## src/rtl/tile_fetch_agu.sv

```systemverilog
// tile_fetch_agu: stride-programmable 2-D tile address generator for one BRAM read port.
// Define FETCH_LAST_EN to add the rd_last output marking the final element of a tile.
module tile_fetch_agu #(
  parameter int ADDR_WIDTH = 16,
  parameter int DIM_WIDTH  = 10,
  parameter int RD_LATENCY = 1
) (
  input  logic                  clk,
  input  logic                  rst_n,
  input  logic                  start,
  input  logic                  abort,
  input  logic                  reset_tile_ptr,
  input  logic [ADDR_WIDTH-1:0] cfg_base,
  input  logic [ADDR_WIDTH-1:0] cfg_db_offset,
  input  logic                  cfg_db_sel,
  input  logic [DIM_WIDTH-1:0]  cfg_rows,
  input  logic [DIM_WIDTH-1:0]  cfg_cols,
  input  logic [ADDR_WIDTH-1:0] cfg_row_stride,
  input  logic [ADDR_WIDTH-1:0] cfg_col_stride,
  input  logic [ADDR_WIDTH-1:0] cfg_tile_stride,
  input  logic                  cfg_hold_tile,
  input  logic                  rd_ready,
  output logic [ADDR_WIDTH-1:0] bram_addr,
  output logic                  bram_en,
  output logic                  rd_valid,
  output logic                  busy,
  output logic                  fetch_done
`ifdef FETCH_LAST_EN
  ,
  output logic                  rd_last
`endif
);

  localparam logic [DIM_WIDTH-1:0]  DIM_ONE    = DIM_WIDTH'(1);
  localparam logic [DIM_WIDTH-1:0]  DIM_ZERO   = {DIM_WIDTH{1'b0}};
  localparam logic [ADDR_WIDTH-1:0] ADDR_ZERO  = {ADDR_WIDTH{1'b0}};
  localparam logic [2:0]            DRAIN_LAST = 3'(RD_LATENCY);

  typedef enum logic [1:0] {
    S_IDLE  = 2'd0,
    S_FETCH = 2'd1,
    S_DRAIN = 2'd2,
    S_DONE  = 2'd3
  } state_t;

  state_t                  state_q, state_d;
  logic [DIM_WIDTH-1:0]    c_q, c_d, r_q, r_d;
  logic [DIM_WIDTH-1:0]    rows_q, rows_d, cols_q, cols_d;
  logic [ADDR_WIDTH-1:0]   row_stride_q, row_stride_d;
  logic [ADDR_WIDTH-1:0]   col_stride_q, col_stride_d;
  logic [ADDR_WIDTH-1:0]   tile_stride_q, tile_stride_d;
  logic                    hold_tile_q, hold_tile_d;
  logic [ADDR_WIDTH-1:0]   row_acc_q, row_acc_d;
  logic [ADDR_WIDTH-1:0]   cur_q, cur_d;
  logic [ADDR_WIDTH-1:0]   tile_off_q, tile_off_d;
  logic [2:0]              drain_q, drain_d;
  logic [ADDR_WIDTH-1:0]   bram_addr_q, bram_addr_d;
  logic                    bram_en_q, bram_en_d;
  logic                    busy_q, busy_d;
  logic                    fetch_done_q, fetch_done_d;
  logic [RD_LATENCY-1:0]   vpipe_q, vpipe_d;
  logic [ADDR_WIDTH-1:0]   start_addr_s;
  logic                    zero_size_s, col_end_s, last_elem_s, issue_s, tile_adv_s;

  // The first address of a tile folds base, buffer half and tile offset together once.
  assign start_addr_s = cfg_base + (cfg_db_sel ? cfg_db_offset : ADDR_ZERO) + tile_off_q;
  assign zero_size_s  = (cfg_rows == DIM_ZERO) || (cfg_cols == DIM_ZERO);
  assign col_end_s    = (c_q == cols_q - DIM_ONE);
  assign last_elem_s  = col_end_s && (r_q == rows_q - DIM_ONE);

  assign bram_addr  = bram_addr_q;
  assign bram_en    = bram_en_q;
  assign rd_valid   = vpipe_q[RD_LATENCY-1];
  assign busy       = busy_q;
  assign fetch_done = fetch_done_q;

  // Next-state, loop counters, address accumulators and output next values.
  always_comb begin
    state_d       = state_q;
    c_d           = c_q;
    r_d           = r_q;
    rows_d        = rows_q;
    cols_d        = cols_q;
    row_stride_d  = row_stride_q;
    col_stride_d  = col_stride_q;
    tile_stride_d = tile_stride_q;
    hold_tile_d   = hold_tile_q;
    row_acc_d     = row_acc_q;
    cur_d         = cur_q;
    drain_d       = drain_q;
    bram_addr_d   = bram_addr_q;
    issue_s       = 1'b0;
    tile_adv_s    = 1'b0;

    case (state_q)
      S_IDLE: begin
        if (start && !abort) begin
          rows_d        = cfg_rows;
          cols_d        = cfg_cols;
          row_stride_d  = cfg_row_stride;
          col_stride_d  = cfg_col_stride;
          tile_stride_d = cfg_tile_stride;
          hold_tile_d   = cfg_hold_tile;
          row_acc_d     = start_addr_s;
          cur_d         = start_addr_s;
          c_d           = DIM_ZERO;
          r_d           = DIM_ZERO;
          state_d       = zero_size_s ? S_DONE : S_FETCH;
        end else begin
          state_d = S_IDLE;
        end
      end
      S_FETCH: begin
        if (abort) begin
          state_d = S_IDLE;
        end else if (rd_ready) begin
          issue_s     = 1'b1;
          bram_addr_d = cur_q;
          if (col_end_s) begin
            // Row wrap: restart the column walk from the next row's base.
            c_d       = DIM_ZERO;
            row_acc_d = row_acc_q + row_stride_q;
            cur_d     = row_acc_q + row_stride_q;
            if (last_elem_s) begin
              state_d = S_DRAIN;
              drain_d = 3'd0;
            end else begin
              r_d = r_q + DIM_ONE;
            end
          end else begin
            c_d   = c_q + DIM_ONE;
            cur_d = cur_q + col_stride_q;
          end
        end else begin
          state_d = S_FETCH;
        end
      end
      S_DRAIN: begin
        if (abort) begin
          state_d = S_IDLE;
        end else if (drain_q == DRAIN_LAST) begin
          state_d = S_DONE;
        end else begin
          drain_d = drain_q + 3'd1;
        end
      end
      S_DONE: begin
        state_d    = S_IDLE;
        tile_adv_s = !abort && !hold_tile_q;
      end
      default: begin
        state_d = S_IDLE;
      end
    endcase

    if (reset_tile_ptr) begin
      tile_off_d = ADDR_ZERO;
    end else if (tile_adv_s) begin
      tile_off_d = tile_off_q + tile_stride_q;
    end else begin
      tile_off_d = tile_off_q;
    end

    bram_en_d    = issue_s;
    busy_d       = (state_d == S_FETCH) || (state_d == S_DRAIN);
    fetch_done_d = (state_d == S_DONE);

    vpipe_d[0] = bram_en_q && !abort;
    for (int i = 1; i < RD_LATENCY; i++) begin
      vpipe_d[i] = vpipe_q[i-1] && !abort;
    end
  end

  // State and datapath registers.
  always_ff @(posedge clk or negedge rst_n) begin
    if (!rst_n) begin
      state_q       <= S_IDLE;
      c_q           <= DIM_ZERO;
      r_q           <= DIM_ZERO;
      rows_q        <= DIM_ZERO;
      cols_q        <= DIM_ZERO;
      row_stride_q  <= ADDR_ZERO;
      col_stride_q  <= ADDR_ZERO;
      tile_stride_q <= ADDR_ZERO;
      hold_tile_q   <= 1'b0;
      row_acc_q     <= ADDR_ZERO;
      cur_q         <= ADDR_ZERO;
      tile_off_q    <= ADDR_ZERO;
      drain_q       <= 3'd0;
      bram_addr_q   <= ADDR_ZERO;
      bram_en_q     <= 1'b0;
      busy_q        <= 1'b0;
      fetch_done_q  <= 1'b0;
      vpipe_q       <= {RD_LATENCY{1'b0}};
    end else begin
      state_q       <= state_d;
      c_q           <= c_d;
      r_q           <= r_d;
      rows_q        <= rows_d;
      cols_q        <= cols_d;
      row_stride_q  <= row_stride_d;
      col_stride_q  <= col_stride_d;
      tile_stride_q <= tile_stride_d;
      hold_tile_q   <= hold_tile_d;
      row_acc_q     <= row_acc_d;
      cur_q         <= cur_d;
      tile_off_q    <= tile_off_d;
      drain_q       <= drain_d;
      bram_addr_q   <= bram_addr_d;
      bram_en_q     <= bram_en_d;
      busy_q        <= busy_d;
      fetch_done_q  <= fetch_done_d;
      vpipe_q       <= vpipe_d;
    end
  end

`ifdef FETCH_LAST_EN
  logic                  last_q, last_d;
  logic [RD_LATENCY-1:0] lpipe_q, lpipe_d;

  // Last-element flag rides alongside bram_en through the same valid pipeline.
  always_comb begin
    last_d     = issue_s && last_elem_s;
    lpipe_d[0] = last_q && !abort;
    for (int i = 1; i < RD_LATENCY; i++) begin
      lpipe_d[i] = lpipe_q[i-1] && !abort;
    end
  end

  // Last-element pipeline registers.
  always_ff @(posedge clk or negedge rst_n) begin
    if (!rst_n) begin
      last_q  <= 1'b0;
      lpipe_q <= {RD_LATENCY{1'b0}};
    end else begin
      last_q  <= last_d;
      lpipe_q <= lpipe_d;
    end
  end

  assign rd_last = lpipe_q[RD_LATENCY-1];
`endif

endmodule
```

## config.mk

```make
export PLATFORM = sky130hd
export DESIGN_NAME = tile_fetch_agu
export DESIGN_NICKNAME = d
export VERILOG_FILES = /design/src/rtl/tile_fetch_agu.sv
export SDC_FILE = /design/constraint.sdc
export NUM_CORES = 1
export LEC_CHECK = 0
export CAP_MARGIN = 20
export CELL_PAD_IN_SITES_DETAIL_PLACEMENT = 1
export CELL_PAD_IN_SITES_GLOBAL_PLACEMENT = 2
export CORE_MARGIN = 4
export CORE_UTILIZATION = 30
export CTS_CLUSTER_DIAMETER = 120
export DETAILED_ROUTE_END_ITERATION = 10
export PLACE_DENSITY = 0.73
export SETUP_SLACK_MARGIN = 0.3
export SLEW_MARGIN = 15
export SYNTH_ARGS = -nofsm -noshare
export SYNTH_HDL_FRONTEND = slang
export SYNTH_SLANG_ARGS = --single-unit
```

## constraint.sdc

```tcl
create_clock -name clk -period 2.8 [get_ports clk]
set_input_delay 0.42 -clock clk [delete_from_list [all_inputs] [get_ports clk]]
set_output_delay 0.42 -clock clk [all_outputs]
set_load 0.01 [all_outputs]
```

==> qor.yml <==
grt_pass1_vias: 10680
p_per_area_nw_per_um2: 722.4
die_w_um: 195.9
yosysSeqAreaShare_pct: 38.29
cts_tree: "yes"
cp.required_ns: 3.13
clk_path_buf_depth: 2
die-area_um2: 38360
syn_avg_cell_area_um2: 8.491
netlist_instances: 1247
grt-ovfl-total: 0
layout_commonest_cell: "nand2_1"
die_y_um: 195.9
syn-cell-area_um2: 10590
vdd_drop_max_uv: 451.0
r2r-end: "cur_q[15]"
async_reset_ff_share_pct: 100.0
leakage_nw: 6.901
fillCellCount: 4019
synth_ff_type: "dfrtp_1"
hold_violations: 0
final_cell_area_um2: 15330
post-place-ws_ns: -1.077
rsz0062_at_grt: "yes"
grt_first_pass_wirelength_mm: 58.47
end_kind: "register"
clockRootBuffer: "clkbuf_16"
place_area_um2: 13280
via_per_inst: 5.042
clk_latency_ns: 0.45
io_pins: 128
core_area_um2: 34710
syn2layout_area_growth_pct: 44.75
tightestPinTransition_ns: 0.9107
place_hpwl_mm: 27.48
whs_ns: 0.3929
cp_max_fo: 3
ys_ff_latch: 162
start_kind: "primary input"
num_rows: 68
synth_fp_nets: 1440
fin_ws_ns: -0.3243
drcViolationCount: 0
via_count: 9983
relSlewSlack_pct: 39.29
drt_iter0_markers: 446
setup_viol: 17
diodes: 0
nets: 1705
routed_wl_mm: 37.74
skew_ns: 0.01133
utilization_pct: 44.15
htree_levels: 4
synth_edf_count: 0
grt_max_degree: 76
reg2reg_depth: 12
drtPass1Iterations: 4
path_clk_slew_ns: 0.07
rrSetupSlack_ns: -0.32
numCtsBuffers: 17
fmaxAchievable_mhz: 320.1
ys_warn_count: 0
post-route-min-period_ns: 3.124
drive_above_1_share_pct: 24.33
violations: "setup timing"
setup.worst_path.class: "in -> reg"
ant_nets: 0
hold_path.class: "in -> async"
start_util_pct: 30.50
final_max_slew_viol_count: 0
power.total_mw: 11.07
numPortBuffers: 127
synth_cell_types: 65
reg2reg_from: "tile_off_q[1]"
status: "finished with violations"
cap_violations: 0
cts_sinks: 162
antenna_found_initial: 0
routabilityCongestion: 0.8496
globalRouteTotalUtil_pct: 19.12
final_cell_mix: "319 x nand2_1, 157 x dfrtp_1, 132 x buf_4, 122 x clkdlybuf4s50_1, 61 x nor2_1"
post_drt_wl_per_cell_um: 19.06
period_share_pct: 111.6
critPathArrivalTime_ns: 3.46
-- routing by layer --
metal | part of all wire [%] | up-vias | GRT usage, %
li1 | - | 4838 | -
met1 | 44 | 4978 | 24.34
met2 | 51 | 137 | 33.50
met3 | 2.9 | 30 | 2.988
met4 | 1.8 | 0 | 5.715
met5 | 0 | - | 0
-- metrics by stage --
stage,instances,TNS (ns)
after floorplan,1247,-0.5891
final,1980,-2.900
after global routing,1980,-6.002
after global placement,1901,-17.28
after CTS,1955,-2.157
after detailed placement,1901,-19.38
-- flip-flops by register name (all words and copies together) (netlist names), 16 cells and up --
name / cells
tile_off_q: 16
tile_stride_q: 16
cur_q: 16
row_stride_q: 16
col_stride_q: 16
bram_addr: 16
row_acc_q: 16
-- where the power goes --
part | total [mW] | internal [mW] | switching (mW) | leakage, nW
clock | 2.58 | 1.43 | 1.15 | 0.297
combinational | 5.12 | 2.42 | 2.70 | 4.57
sequential | 3.37 | 2.86 | 0.506 | 2.03
-- how the worst max path moves through the flow --
stage / from / end / slack, ns / depth (start not counted)
2_1_floorplan: cfg_db_offset[1] / cur_q[15] / -0.24 / 13
3_3_place_gp: cfg_db_sel / cur_q[15] / -0.97 / 14
3_5_place_dp: cfg_db_sel / cur_q[15] / -1.08 / 14
4_1_cts: tile_off_q[1] / cur_q[15] / -0.30 / 12
5_1_grt: tile_off_q[1] / row_acc_q[15] / -0.47 / 12
6_report: cfg_base[1] / cur_q[15] / -0.32 / 13
-- synth_stat cells (all sizes together), types with 11 or more instances --
| master | number | area [um2] |
|---|---|---|
| xor2 | 29 | 254.0 |
| ha | 66 | 825.8 |
| fa | 19 | 380.4 |
| mux2i | 11 | 110.1 |
| a211oi | 14 | 105.1 |
| nor3 | 24 | 120.1 |
| dfrtp | 162 | 4054 |
| buf | 14 | 70.07 |
| clkbuf | 39 | 146.4 |
| a21o | 16 | 120.1 |
| and2 | 16 | 100.1 |
| nor2 | 71 | 266.5 |
| and3 | 19 | 118.9 |
| a31oi | 18 | 112.6 |
| o31ai | 11 | 82.58 |
| nand3 | 29 | 150.1 |
| a21oi | 79 | 402.9 |
| o21ai | 66 | 330.3 |
| inv | 36 | 135.1 |
| xnor2 | 44 | 385.4 |
| nand2 | 326 | 1224 |
| o21a | 11 | 82.58 |
| nand2b | 15 | 93.84 |
-- timing repair --
| item | in CTS | in global routing |
|---|---|---|
| buffers inserted | 21 | 23 |
| pin swaps | 55 | 45 |
| endpoints found under the hold margin | 20 | 0 |
| hold buffers | 1 | 0 |
| setup endpoints to repair | 65 | 60 |
| gates cloned | 0 | 2 |
| resized for setup | 107 | 130 |
-- logic make-up (layout without fill, tap and decap cells) --
kind of cell	after synthesis	in the layout	share of synthesized area [%]
simple gates	561	561	23.95
compound gates	262	262	15.54
flops	162	162	38.29
buf+inv	89	367	3.321
fa+ha+maj	85	85	11.39
xor+xnor	73	73	6.039
mux	15	15	1.465
-- layout make-up --
type                       instances  area, um2  share of cell area [%]
inverter                          36      135.1                  0.8817
timing repair buffer             299       2778                   18.12
clock buffer                      17      425.4                   2.776
multi-input combinational        996       7166                   46.75
sequential                       162       4060                   26.49
tap                              455      569.3                   3.715
clock inverter                    15      192.7                   1.257
-- worst max-delay path: stages --
cell and delay (ns):
clkdlybuf4s50_1 0.43, fa_1 0.55, ha_2 0.18, inv_2 0.04, fa_2 0.35, nor2b_2 0.15
o211ai_1 0.13, a221oi_2 0.31, o31a_1 0.26, o2111ai_2 0.13, and4_1 0.23, a211oi_2 0.15
o211ai_1 0.11
No activity file was read; power rests on OpenSTA's default activity.
